### config.mk
export PLATFORM = sky130hd
export DESIGN_NAME = mux_scan_nto1
export DESIGN_NICKNAME = d
export VERILOG_FILES = /design/src/rtl/mux_scan_pkg.sv /design/src/rtl/mux_scan_seq.sv /design/src/rtl/mux_scan_nto1.sv
export SDC_FILE = /design/constraint.sdc
export NUM_CORES = 1
export LEC_CHECK = 0
export ABC_AREA = 1
export ABC_CLOCK_PERIOD_IN_PS = 3980
export CAP_MARGIN = 40
export CORE_UTILIZATION = 40
export DETAILED_ROUTE_END_ITERATION = 10
export PLACE_DENSITY = 0.73
export SETUP_SLACK_MARGIN = 0.4
export SYNTH_ARGS = -nofsm -noshare
export SYNTH_HDL_FRONTEND = slang
export SYNTH_SLANG_ARGS = --single-unit
### constraint.sdc
create_clock -name clk -period 3.98 [get_ports clk]
set_input_delay 0.597 -clock clk [delete_from_list [all_inputs] [get_ports clk]]
set_output_delay 0.597 -clock clk [all_outputs]
set_load 0.1 [all_outputs]
### src/rtl/mux_scan_pkg.sv
// Shared types and helpers for the registered N:1 scan multiplexer.
package mux_scan_pkg;

    typedef enum logic [1:0] {
        IDLE   = 2'd0,
        MANUAL = 2'd1,
        SCAN   = 2'd2
    } state_e;

    // $clog2 clamped to at least 1 so derived vector widths are never zero.
    function automatic int unsigned clog2_min1(input int unsigned n);
        int unsigned r;
        r = $clog2(n);
        return (r == 0) ? 1 : r;
    endfunction

endpackage

### src/rtl/mux_scan_seq.sv
// Mode FSM plus channel-index and dwell counters for the scan multiplexer.
module mux_scan_seq
    import mux_scan_pkg::*;
#(
    parameter int unsigned CHANNELS = 16,
    parameter int unsigned SEL_W    = clog2_min1(CHANNELS),
    parameter int unsigned DWELL    = 1
) (
    input  logic             clk,
    input  logic             rst_n,
    input  logic             enable_i,
    input  logic             mode_i,
    input  logic             start_i,
    output logic [SEL_W-1:0] idx_o,
    output logic             manual_c_o,
    output logic             scan_c_o,
    output logic             done_pre_c_o
);

    localparam int unsigned DW_W = clog2_min1(DWELL + 1);
    localparam logic [SEL_W-1:0] LAST_IDX = SEL_W'(CHANNELS - 1);
    localparam logic [DW_W-1:0]  LAST_DW  = DW_W'(DWELL - 1);

    state_e            state_q, state_d;
    logic [SEL_W-1:0]  idx_q, idx_d;
    logic [DW_W-1:0]   dwell_q, dwell_d;

    always_ff @(posedge clk or negedge rst_n) begin
        if (!rst_n) begin
            state_q <= IDLE;
            idx_q   <= '0;
            dwell_q <= '0;
        end else begin
            state_q <= state_d;
            idx_q   <= idx_d;
            dwell_q <= dwell_d;
        end
    end

    always_comb begin
        state_d      = state_q;
        idx_d        = idx_q;
        dwell_d      = dwell_q;
        manual_c_o   = 1'b0;
        scan_c_o     = 1'b0;
        done_pre_c_o = 1'b0;

        if (!enable_i) begin
            // Disable aborts everything, including a scan in flight.
            state_d = IDLE;
            idx_d   = '0;
            dwell_d = '0;
        end else begin
            case (state_q)
                IDLE: begin
                    idx_d   = '0;
                    dwell_d = '0;
                    if (!mode_i) begin
                        state_d = MANUAL;
                    end else if (start_i) begin
                        state_d = SCAN;
                    end
                end
                MANUAL: begin
                    if (mode_i) begin
                        state_d = IDLE;
                    end else begin
                        manual_c_o = 1'b1;
                    end
                end
                SCAN: begin
                    scan_c_o = 1'b1;
                    if (dwell_q == LAST_DW) begin
                        dwell_d = '0;
                        if (idx_q == LAST_IDX) begin
                            done_pre_c_o = 1'b1;
                            state_d      = IDLE;
                            idx_d        = '0;
                        end else begin
                            idx_d = idx_q + SEL_W'(1);
                        end
                    end else begin
                        dwell_d = dwell_q + DW_W'(1);
                    end
                end
                default: begin
                    state_d = IDLE;
                    idx_d   = '0;
                    dwell_d = '0;
                end
            endcase
        end
    end

    assign idx_o = idx_q;

endmodule

### src/rtl/mux_scan_nto1.sv
// Registered N:1 multiplexer with manual select and an automatic single-pass scan mode.
module mux_scan_nto1
    import mux_scan_pkg::*;
#(
    parameter int unsigned CHANNELS = 16,
    parameter int unsigned WIDTH    = 1,
    parameter int unsigned SEL_W    = clog2_min1(CHANNELS),
    parameter int unsigned DWELL    = 1
) (
    input  logic                      clk,
    input  logic                      rst_n,
    input  logic [CHANNELS*WIDTH-1:0] A,
    input  logic                      enable,
    input  logic                      mode,
    input  logic [SEL_W-1:0]          sel,
    input  logic                      start,
    output logic [WIDTH-1:0]          Y,
    output logic                      valid,
    output logic [SEL_W-1:0]          cur_sel,
    output logic                      busy,
    output logic                      done
);

    localparam logic [SEL_W:0] CH_CNT = (SEL_W + 1)'(CHANNELS);

    logic [SEL_W-1:0] idx;
    logic             manual_c;
    logic             scan_c;
    logic             done_pre_c;

    mux_scan_seq #(
        .CHANNELS (CHANNELS),
        .SEL_W    (SEL_W),
        .DWELL    (DWELL)
    ) u_seq (
        .clk          (clk),
        .rst_n        (rst_n),
        .enable_i     (enable),
        .mode_i       (mode),
        .start_i      (start),
        .idx_o        (idx),
        .manual_c_o   (manual_c),
        .scan_c_o     (scan_c),
        .done_pre_c_o (done_pre_c)
    );

    logic [SEL_W-1:0] pick_c;
    logic [WIDTH-1:0] pick_data_c;
    logic             sel_ok_c;

    assign pick_c   = scan_c ? idx : sel;
    assign sel_ok_c = ({1'b0, sel} < CH_CNT);

    // Decoded slice select; an index beyond the last channel yields zero.
    always_comb begin
        pick_data_c = '0;
        for (int unsigned k = 0; k < CHANNELS; k++) begin
            if (pick_c == SEL_W'(k)) begin
                pick_data_c = A[k*WIDTH +: WIDTH];
            end
        end
    end

    logic [WIDTH-1:0] y_q, y_d;
    logic             valid_q, valid_d;
    logic [SEL_W-1:0] cur_sel_q, cur_sel_d;
    logic             busy_q, busy_d;
    logic             done_q, done_d;

    always_comb begin
        y_d       = '0;
        valid_d   = 1'b0;
        cur_sel_d = '0;
        busy_d    = 1'b0;
        done_d    = 1'b0;
        if (scan_c) begin
            y_d       = pick_data_c;
            valid_d   = 1'b1;
            cur_sel_d = idx;
            busy_d    = 1'b1;
            done_d    = done_pre_c;
        end else if (manual_c) begin
            cur_sel_d = sel;
            if (sel_ok_c) begin
                y_d     = pick_data_c;
                valid_d = 1'b1;
            end
        end
    end

    always_ff @(posedge clk or negedge rst_n) begin
        if (!rst_n) begin
            y_q       <= '0;
            valid_q   <= 1'b0;
            cur_sel_q <= '0;
            busy_q    <= 1'b0;
            done_q    <= 1'b0;
        end else begin
            y_q       <= y_d;
            valid_q   <= valid_d;
            cur_sel_q <= cur_sel_d;
            busy_q    <= busy_d;
            done_q    <= done_d;
        end
    end

    assign Y       = y_q;
    assign valid   = valid_q;
    assign cur_sel = cur_sel_q;
    assign busy    = busy_q;
    assign done    = done_q;

endmodule
---- Word-level counts from Yosys, hierarchy flattened ----
Index checks and enable logic that the tools add are counted.
word-level totals
  output and inout bits ................... 8
  input bits .............................. 25
  memory bits (read-only) ................. 0
  memories ................................ 0
  bits in latches ......................... 0
  bits in writable memories ............... 0
  bits in registers ....................... 15
  logic and storage cells ................. 85
operators by class
  mux-type cells .......................... 48
  magnitude comparators ................... 0
  divide/modulo/power cells ............... 0
  reductions and logical operators ........ 4
  equal/unequal tests ..................... 23
  $add $sub $neg .......................... 2
  shift-type cells ........................ 0
  multiply operators ...................... 0
  bitwise operators ....................... 0
operators with widths
  operator               count
  $eq A4 B4 Y1 const B   9
  $mux W1                33
  $mux W4                6
  $eq A4 B3 Y1 const B   4
  $mux W2                6
  $eq A4 B2 Y1 const B   2
  $pmux W4 S2            1
  $ne A3 B3 Y1 const B   2
  $pmux W2 S3            1
  $add A4 B1 Y4 const B  1
  $eq A4 B1 Y1 const B   1
  $logic_not A4 Y1       1
  $ne A4 B4 Y1 const B   1
  $reduce_and A4 Y1      1
  $ne A3 B2 Y1 const B   1
  $eq A2 B1 Y1 const B   1
  $eq A2 B2 Y1 const B   1
  $logic_not A2 Y1       1
  $ne A2 B2 Y1 const B   1
  $pmux W1 S2            1
  $reduce_and A2 Y1      1
  $add A1 B1 Y1 const B  1

---- Logic depth before layout (Yosys ltp) ----
  word-level depth ........................ 23
  mapped depth ............................ 18
  depth with buffers taken out ............ 18

---- By module ----
Synthesis repeated with hierarchy kept, for this count alone.
unflattened totals
  cells, all modules ...................... 146
  area, all modules ....................... 959.7 um2
by module, submodules not included
  module         area each (um2)  cells an instance  sequential area each (um2)  times used
  mux_scan_nto1  591.8            95                 200.2                       1
  mux_scan_seq   367.9            51                 150.1                       1

---- Worst setup path after synthesis ----
Ideal clock, no wire load.
  path kind ............................... input to register
  start point ............................. input enable
  end point ............................... register y_q, in the netlist Y
  stages .................................. 17
  data required time ...................... 3.848 ns
  buffers on the path ..................... 0
  setup time .............................. 0.132 ns
  arrival ................................. 1.662 ns
  path slack .............................. 2.187 ns
  cell sequence ........................... nand2_2 > nor2_8 > nand2_2 > nand2_4 > nor2_1 > nand2_1 > nand2_1 > nor2_1 > nand2_1 > nand3_1 > nand2_1 > nand2_1 > nand3_1 > nand2_1 > nand2_1 > nand2_1 > a21oi_2
on the way
  word-level cells in the longest chain between the ends .. 21
  elaborated cells on any way between the ends .. 37
  classes of those cells .................. eq/ne (15); mux (21); reduce/logical (1)
RTL lines
  item                    RTL line             RTL
  start: declaration      mux_scan_nto1.sv:13  input logic enable,
  $mux W1                 mux_scan_seq.sv:48   if (!enable_i) begin
  $mux W4                 mux_scan_nto1.sv:51  assign pick_c = scan_c ? idx : sel;
  $logic_not A4 Y1        mux_scan_nto1.sv:58  if (pick_c == SEL_W'(k)) begin
  $mux W1 (16 in a row)   mux_scan_nto1.sv:58
  $mux W1                 mux_scan_nto1.sv:82  end else if (manual_c) begin
  $mux W1 *               mux_scan_nto1.sv:76  if (scan_c) begin
  net y_d                 mux_scan_nto1.sv:64  logic [WIDTH-1:0] y_q, y_d;
  end signal: assignment  mux_scan_nto1.sv:99  y_q <= y_d;
  end: declaration        mux_scan_nto1.sv:64
The timed path passes the listed nets; every way through them passes the cells marked *.
A chain may end at the register's enable or synchronous reset.

---- Worst setup path in the final report ----
Same ends and word-level chain as after synthesis.

==> qor.csv <==
stage;metric;value;unit
status;status;finished clean;
logic_synthesis;synth_area;895;µm²
worst_hold_path;whs_path_depth;1;
logic_synthesis;synthFlopType;dfrtp_1;
clocking;cts_hold_buf;0;
timing;hold_violations;0;
logic_synthesis;synth_cell_type_count;27;
power;seq_power_share;38.3;%
global_route;grt_first_pass_wirelength;3.62;mm
clocking;clock_sinks;14;
route;drt_pass1_iterations;4;
route;routed_wirelength;2.05;mm
flow_run;drv.max_cap_violation_count;0;
floorplan;die_y;49.3;µm
power;p_comb_share;37.3;%
clocking;cts_resized;0;
route;ant_nets;0;
layout;n_fill_cell;158;
timing;rsz0062_at_grt;false;
floorplan;die_area;2430;µm²
route;vias;880;
logic_synthesis;synth_fp_nets;142;
route;avgRoutedWirePerCell;11.0;µm
worst_setup_path;critical-path-max-stage-delay;0.59;ns
power;switching_share;34.8;%
placed_design;numPortBuffers;32;
clocking;clockBufferDepth;2;
logic_synthesis;netlist.area_leader.share;39.2;%
clocking;cts_tree;built;
global_route;antenna_found_initial;0;
worst_setup_path;path_max_fanout;10;
logic_synthesis;ys_top_cells_by_area;dfrtp_1 (39%), nand2_1 (12%), nand2_4 (6.3%);
worst_setup_path;critPathLaunchType;primary input;
power;vdd_drop_max;0.000239;V
timing;slew_headroom;59.5;%
layout;final_common_cell;clkdlybuf4s50_1;
floorplan;core_area;2020;µm²
clocking;clock_latency;0.28;ns
worst_setup_path;endpoint_kind;flip-flop;
clocking;path_clk_slew;0.09;ns
logic_synthesis;syn_inst;116;
timing;setup_viol;0;
clocking;cts_buffers;3;
logic_synthesis;synthArstFlopShare;100;%
layout;final_cell_mix;clkdlybuf4s50_1 (32), nand2_1 (28), nor2_1 (15), dfrtp_1 (14), inv_1 (13);
timing;worstMarginPinSlew;0.606;ns
logic_synthesis;postSynthRegisterBits;14;
layout;final_nets;187;
timing;slew_viol_final;0;
worst_setup_path;cp.arrival;2.46;ns
power;p_leak;0.670;nW
global_route;grt_pass1_vias;846;
worst_setup_path;slowest_stage;clkdlybuf4s50_1;
worst_setup_path;crit_path_frequent_cell;nand2_1;
power;power_density;293;nW/µm²
logic_synthesis;syn_avg_cell_area;7.71;µm²
layout;drive_gt1_share;20.0;%
global_route;grt_usage;19.5;%
layout;antenna-diode-count;0;
power;p_int;0.000269;W
logic_synthesis;yosysWarnings;0;
clocking;post_cts_buffers;0;
worst_setup_path;reg2reg_depth;18;
worst_setup_path;worst-path-stages;18;
floorplan;row_count;16;
logic_synthesis;seq_area_frac_synth;39.2;%
timing;timing.fmax;433;MHz
timing;skew;0.00789;ns
route;drc;0;
clocking;cts_root_buffer;clkbuf_4;
placed_design;gp_congestion;0.822;
floorplan;die_w;49.3;µm
layout;final_core_util;69.5;%
global_route;grt_overflow_total;0;
clocking;cts.htree.levels;1;
route;vias_per_cell;4.71;
placed_design;hpwlAfterDp;1.71;mm
worst_hold_path;hold_path_class;reg -> reg;
logic_synthesis;synth-edff-count;0;
worst_setup_path;critical-path-top-delay-family;simple AND/OR/NAND/NOR gates;
floorplan;ios;33;
timing;setup_tns;0;ns
worst_setup_path;critPathKind;in -> reg;
timing;post-route-period-util;58.0;%
route;drtIter0Drc;11;
power;p_switching;0.000143;W
logic_synthesis;synth_top_cell_by_area;dfrtp_1;
global_route;grt_start_max_net_pins;15;
timing;min_period;2.31;ns
worst_setup_path;cp_cell_sequence;clkdlybuf4s50_1 > nand2_2 > nor2_8 > nand2_2 > nand2_4 > nor2_1 > nand2_1 > nand2_1 > nor2_1 > nand2_1 > nand3_1 > nand2_1 > nand2_1 > nand3_1 > nand2_1 > nand2_1 > nand2_1 > a21oi_2;
floorplan;start_util;44.2;%
worst_setup_path;cp.required;4.13;ns
power;power_frac_clock;24.4;%
worst_setup_path;crit_buf_inv;1;
layout;area_growth;57.1;%
[cell usage after synthesis, types with 2 or more instances]
master	n
nand3_1	10
nand2_2	3
nand2_4	5
nand2_1	28
o21ai_2	2
inv_1	13
o21ai_0	2
nand4_1	4
nor2_2	2
inv_2	3
nor2_1	15
dfrtp_1	14
[routing by layer]
metal / track usage (%) / part of all wire, % / up-vias
met5: 0 / 0 / -
met4: 4.41 / 0.83 / 0
met3: 4.05 / 5.1 / 2
met2: 32.0 / 47 / 23
met1: 26.1 / 47 / 395
li1: - / - / 460
[final cells by class]
type	count	area (µm²)	area share, %
sequential	14	350	24.9
inverter	17	65.1	4.63
multi-input combinational	85	479	34.1
clock buffer	4	36.3	2.58
timing repair buffer	40	440	31.3
tap	27	33.8	2.40
[sequential cells by signal (all words and copies together) (netlist names)]
register       flops
u_seq.state_q      2
done               1
valid              1
Y                  1
u_seq.idx_o        4
cur_sel            4
busy               1
[power groups by stage]
stage               registers, W  clock network, W  logic (W)
floorplan               0.000193                 0  0.0000567
global placement        0.000160                 0   0.000137
global route            0.000159          0.000113   0.000168
finish                  0.000158          0.000100   0.000154
CTS                     0.000158          0.000105   0.000155
detailed placement      0.000161                 0   0.000154
[cell families after synthesis]
| logic type | share of synthesized area, % |
|---|---|
| AOI/OAI and AO/OA | 9.09 |
| DFF | 39.2 |
| buffers and inverters | 7.27 |
| and+or+nand+nor | 41.1 |
| adders and majority gates | 1.40 |
| xor gates and xnor gates | 1.96 |
[path summary, 6_finish.rpt]
kind | from | endpoint | slack [ns]
hold / removal | u_seq.idx_o[1] | u_seq.idx_o[1] | 0.59
setup / recovery | enable | Y | 1.67
hold reg to reg | u_seq.idx_o[1] | u_seq.idx_o[1] | 0.59
min in group asynchronous | rst_n | u_seq.state_q[1] | 0.69
setup reg to reg | u_seq.state_q[0] | Y | 2.10
max in group asynchronous | rst_n | cur_sel[0] | 2.89
[metrics by stage]
| step | std cells | setup slack (ns) | hold WS, ns | cell area (µm²) | power (W) |
|---|---|---|---|---|---|
| after floorplan | 116 | 2.19 | 0.301 | 895 | 0.000250 |
| after global placement | 175 | 1.42 | 0.550 | 1250 | 0.000297 |
| after detailed placement | 183 | 1.39 | 0.571 | 1370 | 0.000315 |
| after CTS | 187 | 1.68 | 0.591 | 1410 | 0.000417 |
| after global routing | 187 | 1.44 | 0.610 | 1410 | 0.000440 |
| final | 187 | 1.67 | 0.587 | 1410 | 0.000412 |
No activity file was read; power rests on OpenSTA's default activity.
